[src/rtl/multicycle_controller_pkg.sv]
// Shared opcode, ALUOp and state definitions for the
// multicycle controller and the companion decoders.
package multicycle_controller_pkg;

    localparam logic [5:0] OP_RTYPE = 6'b000000;
    localparam logic [5:0] OP_J     = 6'b000010;
    localparam logic [5:0] OP_BEQ   = 6'b000100;
    localparam logic [5:0] OP_ADDI  = 6'b001000;
    localparam logic [5:0] OP_LW    = 6'b100011;
    localparam logic [5:0] OP_SW    = 6'b101011;

    localparam logic [1:0] ALUOP_ADD   = 2'b00;
    localparam logic [1:0] ALUOP_SUB   = 2'b01;
    localparam logic [1:0] ALUOP_FUNCT = 2'b10;

    typedef enum logic [3:0] {
        FETCH  = 4'd0,
        DECODE = 4'd1,
        MEMADR = 4'd2,
        MEMRD  = 4'd3,
        MEMWB  = 4'd4,
        MEMWR  = 4'd5,
        EXEC   = 4'd6,
        ALUWB  = 4'd7,
        BRANCH = 4'd8,
        ADDIEX = 4'd9,
        ADDIWB = 4'd10,
        JUMP   = 4'd11
    } state_t;

    function automatic logic is_mem_state(state_t s);
        return (s == FETCH) || (s == MEMRD) || (s == MEMWR);
    endfunction

    function automatic logic is_legal_op(logic [5:0] o);
        return (o == OP_RTYPE) || (o == OP_J) ||
               (o == OP_BEQ) || (o == OP_ADDI) ||
               (o == OP_LW) || (o == OP_SW);
    endfunction

endpackage

[src/rtl/multicycle_controller.sv]
// Multicycle MIPS-style control FSM with bounded
// memory waits and illegal-opcode detection.
module multicycle_controller
    import multicycle_controller_pkg::*;
#(
    parameter logic [7:0] MEM_WAIT_MAX = 8'd255
) (
    input  logic       clk,
    input  logic       resetn,
    input  logic [5:0] op,
    input  logic       mem_ready,
    output logic       mem_req,
    output logic       IorD,
    output logic       MemWrite,
    output logic       IRWrite,
    output logic       RegDst,
    output logic       MemtoReg,
    output logic       RegWrite,
    output logic       ALUSrcA,
    output logic       Branch,
    output logic       PCWrite,
    output logic [1:0] ALUSrcB,
    output logic [1:0] ALUOp,
    output logic [1:0] PCSrc,
    output logic       illegal_op,
    output logic       mem_timeout,
    output logic [3:0] state
);

    state_t     cur;
    state_t     nxt;
    logic [7:0] wait_cnt;
    logic       timeout;
    logic       fetch_done;

    assign timeout = is_mem_state(cur) &&
                     (wait_cnt == MEM_WAIT_MAX);
    // resetn gates the Mealy strobes so reset shows pure FETCH decode
    assign fetch_done = mem_ready && !timeout && resetn;
    assign state = cur;

    always_ff @(posedge clk or negedge resetn) begin
        if (!resetn) cur <= FETCH;
        else         cur <= nxt;
    end

    always_comb begin
        nxt = cur;
        unique case (cur)
            FETCH: begin
                if (timeout)        nxt = FETCH;
                else if (mem_ready) nxt = DECODE;
            end
            DECODE: begin
                unique case (op)
                    OP_LW, OP_SW: nxt = MEMADR;
                    OP_RTYPE:     nxt = EXEC;
                    OP_BEQ:       nxt = BRANCH;
                    OP_ADDI:      nxt = ADDIEX;
                    OP_J:         nxt = JUMP;
                    default:      nxt = FETCH;
                endcase
            end
            MEMADR: begin
                if (op == OP_LW)      nxt = MEMRD;
                else if (op == OP_SW) nxt = MEMWR;
                else                  nxt = FETCH;
            end
            MEMRD: begin
                if (timeout)        nxt = FETCH;
                else if (mem_ready) nxt = MEMWB;
            end
            MEMWR: begin
                if (timeout || mem_ready) nxt = FETCH;
            end
            EXEC:    nxt = ALUWB;
            ADDIEX:  nxt = ADDIWB;
            default: nxt = FETCH;
        endcase
    end

    // Any state change (or a timeout re-entry) restarts the count
    always_ff @(posedge clk or negedge resetn) begin
        if (!resetn)
            wait_cnt <= 8'd0;
        else if (timeout || (nxt != cur))
            wait_cnt <= 8'd0;
        else if (is_mem_state(cur) && !mem_ready)
            wait_cnt <= wait_cnt + 8'd1;
    end

    always_comb begin
        mem_req     = 1'b0;
        IorD        = 1'b0;
        MemWrite    = 1'b0;
        IRWrite     = 1'b0;
        RegDst      = 1'b0;
        MemtoReg    = 1'b0;
        RegWrite    = 1'b0;
        ALUSrcA     = 1'b0;
        Branch      = 1'b0;
        PCWrite     = 1'b0;
        ALUSrcB     = 2'b00;
        ALUOp       = ALUOP_ADD;
        PCSrc       = 2'b00;
        illegal_op  = 1'b0;
        mem_timeout = timeout;
        unique case (cur)
            FETCH: begin
                mem_req = !timeout;
                ALUSrcB = 2'b01;
                IRWrite = fetch_done;
                PCWrite = fetch_done;
            end
            DECODE: begin
                ALUSrcB    = 2'b11;
                illegal_op = !is_legal_op(op);
            end
            MEMADR, ADDIEX: begin
                ALUSrcA = 1'b1;
                ALUSrcB = 2'b10;
            end
            MEMRD: begin
                mem_req = !timeout;
                IorD    = 1'b1;
            end
            MEMWR: begin
                mem_req  = !timeout;
                IorD     = 1'b1;
                MemWrite = !timeout;
            end
            MEMWB: begin
                RegWrite = 1'b1;
                MemtoReg = 1'b1;
            end
            EXEC: begin
                ALUSrcA = 1'b1;
                ALUOp   = ALUOP_FUNCT;
            end
            ALUWB: begin
                RegWrite = 1'b1;
                RegDst   = 1'b1;
            end
            ADDIWB: RegWrite = 1'b1;
            BRANCH: begin
                ALUSrcA = 1'b1;
                ALUOp   = ALUOP_SUB;
                PCSrc   = 2'b01;
                Branch  = 1'b1;
            end
            JUMP: begin
                PCSrc   = 2'b10;
                PCWrite = 1'b1;
            end
            default: ;
        endcase
    end

endmodule

[config.mk]
export PLATFORM = sky130hd
export DESIGN_NAME = multicycle_controller
export DESIGN_NICKNAME = d
export VERILOG_FILES = /design/src/rtl/multicycle_controller_pkg.sv /design/src/rtl/multicycle_controller.sv
export SDC_FILE = /design/constraint.sdc
export NUM_CORES = 1
export LEC_CHECK = 0
export ABC_AREA = 0
export BUFFER_PORTS_ARGS = -buffer_cell sky130_fd_sc_hd__buf_2
export CORE_ASPECT_RATIO = 0.9
export CORE_MARGIN = 2
export CORE_UTILIZATION = 48
export CTS_BUF_LIST = sky130_fd_sc_hd__clkbuf_4
export CTS_CLUSTER_SIZE = 16
export DETAILED_ROUTE_END_ITERATION = 16
export MAX_ROUTING_LAYER = met4
export PLACE_DENSITY = 0.78
export SKIP_LAST_GASP = 1
export SLEW_MARGIN = 20
export SYNTH_ARGS = -nofsm -noshare
export SYNTH_HDL_FRONTEND = slang
export SYNTH_SLANG_ARGS = --single-unit
[constraint.sdc]
create_clock -name clk -period 2.1 [get_ports clk]
set_input_delay 0.21 -clock clk [delete_from_list [all_inputs] [get_ports clk]]
set_output_delay 0.21 -clock clk [all_outputs]
set_load 0.005 [all_outputs]
==> results.cfg, run 1 <==
[outcome]
status = finished, final reports clean

[cts]
worstSkewPairLatency_ps = 270
cts_made_buffers = 3
cts_root_buf = clkbuf_4
clock-sinks = 12
cts_buffer_depth = 2
h-tree-depth = 1
cts_tree = built
path_clk_slew_ps = 80

[logic_synthesis]
synth_most_common_cell = dfrtp_1
synth_flop_cell = dfrtp_1
yosysSeqAreaShare_pct = 27.40
synth_warnings = 0
synth_top_area_cell = dfrtp_1
ys_types = 46
synthCells = 135
synth_top_area_share_pct = 27.40
synth_area_sq_um = 1096
postSynthAreaPerCell_sq_um = 8.119
synth_edf_count = 0
synth_nets = 145
async_reset_ff_share_pct = 100.0
ys_top_cells_by_area = dfrtp_1 27%, xor2_1 6.4%, a211oi_1 6.2%
synth_commonest_cells = 12 x dfrtp_1, 11 x nor2_1, 11 x nor3_1
ys_ff_latch = 12

[placed_design]
post-place-ws_ps = -155.2
gp_congestion = 0.8783
port_buffers = 30
placed_area_sq_um = 1305
dp_cells = 193
dp_hpwl_microns = 2437

[detailed_routing]
wl_per_cell_microns = 18.36
first_pass_iters = 4
antenna_left = 0
viasPerCell = 6.297
wl_microns = 3838
drc = 0
drt_iter0_drc = 35
via_count = 1316

[sta]
tightest_slew_ps = 461.4
setup-violations-final = 0
post-route-min-period_ps = 2073
maxSlewViolCount = 0
slew_headroom_pct = 69.24
hold_viol = 0
clock_skew_ps = 9.790
rsz0062_at_grt = true
fmax_mhz = 482.4
setup_ws_ps = 27.16
fin_crit_sh_pct = 98.71

[critical_path]
slowest_delay_ps = 570
critPathMaxFanout = 8
crit_arrival_ps = 2200
path_cells = or4_4, buf_4, o22ai_4, nand4_1, xor2_1, a211oi_2
critPathSlowestCell = or4_4
worst_setup_path_start_kind = flip-flop
cp_data_required_time_ps = 2230
endpoint_kind = flip-flop
critPathKind = reg -> reg

[grt]
grtUsageTotal_pct = 28.59
grt_first_pass_wirelength_microns = 5520
antenna_found_initial = 0
use_met3_pct = 4.908
globalRouteOverflowTotal = 0
grt_use_met1_pct = 40.23
grt_max_degree = 13
grt.busiest_layer = met2
gr-usage-met2_pct = 41.37
grt_pass1_vias = 1184

[pwr]
p_sw_share_pct = 36.65
switchingPower_mw = 0.2711
powerDensity_nw_per_um2 = 477.9
seq_power_share_pct = 35.6
pwr-share-comb_pct = 44.7
power.internal_mw = 0.4686
clkPwrFrac_pct = 19.7
power.leakage_nw = 0.7043
ir_drop_mv = 0.4081
power_mw = 0.7397

[floorplanning]
core_sq_um = 2162
start_util_pct = 50.69
rows = 16
die-area_sq_um = 2682
die_w_microns = 54.37
die_h_microns = 49.34
boundaryPins = 31

[layout]
layout-drive-gt1-share_pct = 47.25
stdcell_count = 209
finalNetCount = 193
fin_area_sq_um = 1548
syn2layout_area_growth_pct = 41.21
antenna_cells = 0

[worst_hold_path]
hold_class = in -> reg

[job]
maxCapViolCount = 0
-- power groups by stage --
stage | sequential, mW | combinational (mW) | clock (mW)
2_1_floorplan | 0.262 | 0.152 | 0
3_5_place_dp | 0.274 | 0.215 | 0
6_report | 0.264 | 0.331 | 0.146
4_1_cts | 0.259 | 0.255 | 0.147
3_3_place_gp | 0.271 | 0.207 | 0
5_1_grt | 0.265 | 0.352 | 0.162
-- cell usage in the layout (no fill, tap or decap), types with 2 or more instances in the layout --
cell / count
nand2_1: 4
nand2b_1: 5
dfrtp_1: 9
xor2_1: 8
a211oi_2: 5
and2_1: 2
inv_1: 5
o21ai_0: 4
buf_4: 20
nor2_1: 11
nor4_1: 2
buf_2: 30
and4_2: 2
nor3_1: 11
a21oi_1: 5
or2_4: 2
or4_4: 2
o211ai_1: 2
nand4_1: 5
or3_2: 2
clkbuf_4: 3
nand3_1: 5
a211oi_1: 4
dfrtp_2: 3
-- final timing paths --
kind                                      endpoint  slack, ps                     from  cells past startpoint
min reg2reg                wait_cnt[7]$_DFFE_PN0P_        720  wait_cnt[7]$_DFFE_PN0P_                      2
min in group asynchronous  wait_cnt[7]$_DFFE_PN0P_        460                   resetn                      3
max                        wait_cnt[4]$_DFFE_PN0P_         30       state[1]$_DFF_PN0_                      6
max reg2reg                wait_cnt[4]$_DFFE_PN0P_         30       state[1]$_DFF_PN0_                      6
max in group asynchronous       state[0]$_DFF_PN0_       1470                   resetn                      3
min                             state[2]$_DFF_PN0_        300                mem_ready                      3
-- metal layers --
metal	wire length [microns]	up-vias
met4	48	0
met3	309	6
li1	-	604
met5	0	-
met1	1616	629
met2	1863	77
-- critical path: cells and delay by family, from the launching register on --
family,cells,cell delay [ps]
compound gates,2,310
xor+xnor,1,270
buf+inv,1,160
flops,1,440
simple gates,2,730
-- stage by stage --
step	setup TNS [ps]	hold WS, ps	util (%)
after global routing	-91.10	313.2	71.59
final	0	298.3	71.59
after global placement	-305.3	178.4	60.36
after detailed placement	-1069	175.1	60.36
after CTS	0	280.3	64.81
after floorplan	0	-85.59	-
-- area by class of cell --
class / instances / area, sq um
clock inverters: 1 / 3.754
repair buffers: 52 / 321.6
flip-flops and latches: 12 / 304.0
inverters: 5 / 18.77
well taps: 27 / 33.78
clock buffers: 3 / 22.52
fillers: 164 / 614.3
multi-input cells: 109 / 843.3
-- flip-flops by register name, indices dropped and copies added (netlist names) --
signal and count:
wait_cnt 8, state 4
-- timing repair --
action	CTS	global route
hold buffers	1	0
setup endpoints to repair	10	11
endpoints found under the hold margin	12	0
pin swaps	0	4
gates resized for setup	7	20
buffers inserted	6	5
-- kinds of logic after synthesis --
family,count (synthesis),synth area share [%]
AO/OA/AOI/OAI,33,21.69
XOR/XNOR,10,7.991
adder cells (fa/ha/maj),1,1.141
buffers and inverters,14,6.279
flip-flops,12,27.40
multiplexers,1,0.9133
AND/OR/NAND/NOR,64,34.59
Power figures use the tool's default switching activity.
==> run 2, diff against run 1 <==
--- a/config.mk
+++ b/config.mk
@@ -9,12 +9,12 @@
 export BUFFER_PORTS_ARGS = -buffer_cell sky130_fd_sc_hd__buf_2
 export CORE_ASPECT_RATIO = 0.9
 export CORE_MARGIN = 2
-export CORE_UTILIZATION = 48
-export CTS_BUF_LIST = sky130_fd_sc_hd__clkbuf_4
+export CORE_UTILIZATION = 46
+export CTS_BUF_LIST = sky130_fd_sc_hd__clkbuf_16
 export CTS_CLUSTER_SIZE = 16
 export DETAILED_ROUTE_END_ITERATION = 16
 export MAX_ROUTING_LAYER = met4
-export PLACE_DENSITY = 0.78
+export PLACE_DENSITY = 0.75
 export SKIP_LAST_GASP = 1
 export SLEW_MARGIN = 20
 export SYNTH_ARGS = -nofsm -noshare
==> results.cfg, run 2 (same netlist as run 1, synthesis figures left out) <==
[placed_design]
gp_congestion = 0.9146
port_buffers = 30
placed_area_sq_um = 1340
dp_hpwl_microns = 2258

[layout]
top_register = wait_cnt
finalNetCount = 191
mostFrequentLayoutCells = 30 x buf_2, 18 x buf_4, 11 x nor3_1, 11 x nor2_1, 9 x dfrtp_1
n_fill_cell = 165
syn2layout_area_growth_pct = 40.30
fin_area_sq_um = 1538
largest_reg_flops = 8
antenna_cells = 0
layout-drive-gt1-share_pct = 44.69
final_common_cell = buf_2

[floorplanning]
core_sq_um = 2222
die-area_sq_um = 2790
die_h_microns = 50.31
die_w_microns = 55.46
rows = 16
boundaryPins = 31
start_util_pct = 49.32

[sta]
clock_skew_ps = 0.9836
setup-tns-final_ps = 0
maxSlewViolCount = 0
tightest_slew_ps = 499.8
post-route-min-period_ps = 2056
fmax_mhz = 486.3
fin_crit_sh_pct = 97.93
rsz0062_at_grt = true
slew_headroom_pct = 66.33
setup-violations-final = 0
hold_viol = 0

[cts]
clock-sinks = 12
cts_buffer_depth = 2
h-tree-depth = 1
cts_tree = built
path_clk_slew_ps = 40
worstSkewPairLatency_ps = 230
cts_made_buffers = 3
cts_root_buf = clkbuf_16

[grt]
grt_max_degree = 14
antenna_found_initial = 0
globalRouteOverflowTotal = 0
grt_first_pass_wirelength_microns = 5043
grtUsageTotal_pct = 23.55
grt_pass1_vias = 1075

[worst_hold_path]
hold_class = in -> reg
min_from = op[4]

[critical_path]
reg2reg_from = state[2]$_DFF_PN0_
startpoint = state[1]$_DFF_PN0_
critPathKind = reg -> out
crit_arrival_ps = 1850
cp_data_required_time_ps = 1890
endpoint_kind = primary output
critPathMaxFanout = 7
worst_setup_path_start_kind = flip-flop

[detailed_routing]
wl_per_cell_microns = 16.01
viasPerCell = 6.087
wl_microns = 3299
drc = 0
antenna_left = 0
via_count = 1254
first_pass_iters = 4
drt_iter0_drc = 51

[pwr]
pwr-share-comb_pct = 32.4
seq_power_share_pct = 29.8
power_mw = 0.8815
powerDensity_nw_per_um2 = 573.2
switchingPower_mw = 0.2543
ir_drop_mv = 0.5924
power.internal_mw = 0.6271
clkPwrFrac_pct = 37.8
p_sw_share_pct = 28.85
power.leakage_nw = 0.6982

[outcome]
status = finished, final reports clean

[job]
maxCapViolCount = 0
-- run 2: final cells by class --
| class | instances | area [sq um] | area share, % |
|---|---|---|---|
| well taps | 27 | 33.78 | 2.197 |
| inverters | 5 | 18.77 | 1.221 |
| multi-input cells | 109 | 790.8 | 51.42 |
| flip-flops and latches | 12 | 304.0 | 19.77 |
| repair buffers | 50 | 315.3 | 20.50 |
| clock buffers | 3 | 75.07 | 4.882 |
-- run 2: worst paths after layout --
| check | end | slack, ps | cells past startpoint |
|---|---|---|---|
| worst min register to register | wait_cnt[5]$_DFFE_PN0P_ | 720 | 2 |
| min in group asynchronous | state[1]$_DFF_PN0_ | 390 | 2 |
| worst max-delay path | PCWrite | 40 | 5 |
| max in group asynchronous | state[0]$_DFF_PN0_ | 1470 | 2 |
| worst max register to register | wait_cnt[5]$_DFFE_PN0P_ | 60 | 6 |
| worst min-delay path | state[3]$_DFF_PN0_ | 370 | 4 |
-- run 2: layer usage --
metal | routed length [microns] | track usage (%) | part of all wire, %
met4 | 9 | 8.537 | 0.27
met1 | 1526 | 33.01 | 46
met5 | 0 | - | 0
met2 | 1555 | 36.11 | 47
met3 | 207 | 1.546 | 6.3
-- run 2: timing repair --
action                                  4_1_cts  5_1_grt
buffers inserted                              5        1
hold endpoints to repair                     12        0
pin swaps                                     0        3
gates resized for setup                       5       11
hold buffers                                  1        0
endpoints found under the setup margin        9        9
-- run 2: per-stage QoR --
step / instances / hold slack, ps / worst slack, ps / util, %
floorplan: 135 / -85.59 / 137.2 / -
global placement: 196 / 98.85 / 29.68 / 60.30
detailed placement: 196 / 101.5 / -80.16 / 60.30
CTS: 205 / 370.2 / -9.198 / 66.22
global route: 206 / 409.4 / -40.06 / 69.20
finish: 206 / 368.6 / 43.53 / 69.20
-- run 2: power by group through the flow --
stage          logic, mW  clock network (mW)  registers, mW
6_report           0.285               0.333          0.263
5_1_grt            0.313               0.354          0.263
4_1_cts            0.261               0.335          0.257
3_5_place_dp       0.235                   0          0.266
3_3_place_gp       0.232                   0          0.266
2_1_floorplan      0.152                   0          0.262
-- run 2: critical path, stage by stage, from the launching register on --
cell and delay [ps]:
dfrtp_2 460, or4_4 540, o21ai_2 90, a211oi_1 110
or2_2 290, buf_2 120
==> run 3, diff against run 2 <==
--- a/config.mk
+++ b/config.mk
@@ -14,7 +14,7 @@
 export CTS_CLUSTER_SIZE = 16
 export DETAILED_ROUTE_END_ITERATION = 16
 export MAX_ROUTING_LAYER = met4
-export PLACE_DENSITY = 0.75
+export PLACE_DENSITY = 0.86
 export SKIP_LAST_GASP = 1
 export SLEW_MARGIN = 20
 export SYNTH_ARGS = -nofsm -noshare
==> results.cfg, run 3 (same netlist as run 1, synthesis figures left out) <==
[outcome]
status = finished, final reports clean

[sta]
setup-tns-final_ps = 0
slew_headroom_pct = 54.45
tightest_slew_ps = 679.2
maxSlewViolCount = 0
setup-violations-final = 0
setup_ws_ps = 24.69
hold_slack_ps = 366.0
clock_skew_ps = 4.307
hold_viol = 0
fmax_mhz = 481.9
fin_crit_sh_pct = 98.82
rsz0062_at_grt = true
post-route-min-period_ps = 2075

[floorplanning]
start_util_pct = 49.32
core_sq_um = 2222
rows = 16
die-area_sq_um = 2790
die_w_microns = 55.46
die_h_microns = 50.31
boundaryPins = 31

[layout]
layout-drive-gt1-share_pct = 44.51
largest_reg_flops = 8
finalNetCount = 193
antenna_cells = 0
stdcell_count = 209
syn2layout_area_growth_pct = 39.16
n_fill_cell = 176
top_register = wait_cnt
final_common_cell = buf_2
mostFrequentLayoutCells = 30 x buf_2, 21 x buf_4, 11 x nor3_1, 11 x nor2_1

[cts]
worstSkewPairLatency_ps = 240
cts_made_buffers = 3
cts_root_buf = clkbuf_16
h-tree-depth = 1
cts_buffer_depth = 2
cts_tree = built
clock-sinks = 12
path_clk_slew_ps = 40

[critical_path]
cp_top_family = simple AND/OR/NAND/NOR gates
startpoint = wait_cnt[3]$_DFFE_PN0P_
path_cells = nand4_2, o211ai_2, o21ai_2, or4_4, a211oi_2
ff2ff_setup_slack_ps = 20
reg2reg_from = wait_cnt[3]$_DFFE_PN0P_
critPathSlowestCell = or4_4
critPathKind = reg -> reg
cp_data_required_time_ps = 2240
worst_setup_path_start_kind = flip-flop
critPathMaxFanout = 8
endpoint_kind = flip-flop
crit_arrival_ps = 2210
critPathBufInv = 0
slowest_delay_ps = 620

[detailed_routing]
antenna_left = 0
drt_iter0_drc = 90
drc = 0
wl_microns = 3576
wl_per_cell_microns = 17.11
viasPerCell = 6.316
first_pass_iters = 6
via_count = 1320

[pwr]
pwr-share-comb_pct = 32.6
power.leakage_nw = 0.7092
power.internal_mw = 0.6295
switchingPower_mw = 0.2666
ir_drop_mv = 0.8171
p_sw_share_pct = 29.75
clkPwrFrac_pct = 38.2
powerDensity_nw_per_um2 = 587.5
seq_power_share_pct = 29.2

[placed_design]
gp_congestion = 0.8766
dp_hpwl_microns = 2295
dp_cells = 190
port_buffers = 30
post-place-ws_ps = -211.7

[job]
maxCapViolCount = 0

[worst_hold_path]
hold_class = in -> reg
min_from = mem_ready

[grt]
grt_first_pass_wirelength_microns = 5554
antenna_found_initial = 0
grtUsageTotal_pct = 25.30
grt_pass1_vias = 1177
globalRouteOverflowTotal = 0
grt_max_degree = 17
==> run 3: area by class of cell <==
type                    instances  area [sq um]  share of cell area, %
multi-input cells             109         770.7                  50.53
repair buffers                 52         317.8                  20.84
flip-flops and latches         12         305.3                  20.02
clock buffers                   3         75.07                  4.922
well taps                      27         33.78                  2.215
inverters                       5         18.77                  1.231
clock inverters                 1         3.754                 0.2461
==> run 3: worst paths after layout <==
kind,cells after the start,end
worst max-delay path,5,wait_cnt[1]$_DFFE_PN0P_
worst min register to register,2,wait_cnt[7]$_DFFE_PN0P_
max in group asynchronous,2,state[3]$_DFF_PN0_
min in group asynchronous,2,wait_cnt[5]$_DFFE_PN0P_
worst min-delay path,3,state[2]$_DFF_PN0_
worst max register to register,5,wait_cnt[1]$_DFFE_PN0P_
==> run 3: power by group through the flow <==
stage / Clock [mW] / Sequential, mW / Combinational [mW]
global route: 0.363 / 0.262 / 0.317
floorplan: 0 / 0.262 / 0.152
global placement: 0 / 0.273 / 0.200
detailed placement: 0 / 0.276 / 0.207
finish: 0.342 / 0.262 / 0.292
CTS: 0.344 / 0.261 / 0.259
==> run 3: what timing repair did <==
item,CTS,global route
pin swaps,2,3
hold buffers,1,0
gates resized for setup,10,4
setup endpoints to repair,9,9
endpoints found under the hold margin,12,0
setup buffers,9,5
==> run 3: tightest hold or removal path: cells and delay by family <==
kind | cells | cell delay, ps
buf+inv | 1 | 140
simple gates | 2 | 190
==> run 3: metal layers <==
layer  part of all wire [%]  track usage (%)
met3                    8.9            2.835
met4                    1.5            6.098
met5                      0                -
met2                     48            40.87
met1                     41            34.24
==> run 3: through the flow <==
step                total power, mW  utilization (%)  cell area, sq um
floorplan                    0.4144                -              1096
global placement             0.4731            57.71              1282
detailed placement           0.4830            57.71              1282
CTS                          0.8638            65.93              1465
global route                 0.9425            68.64              1525
finish                       0.8961            68.64              1525
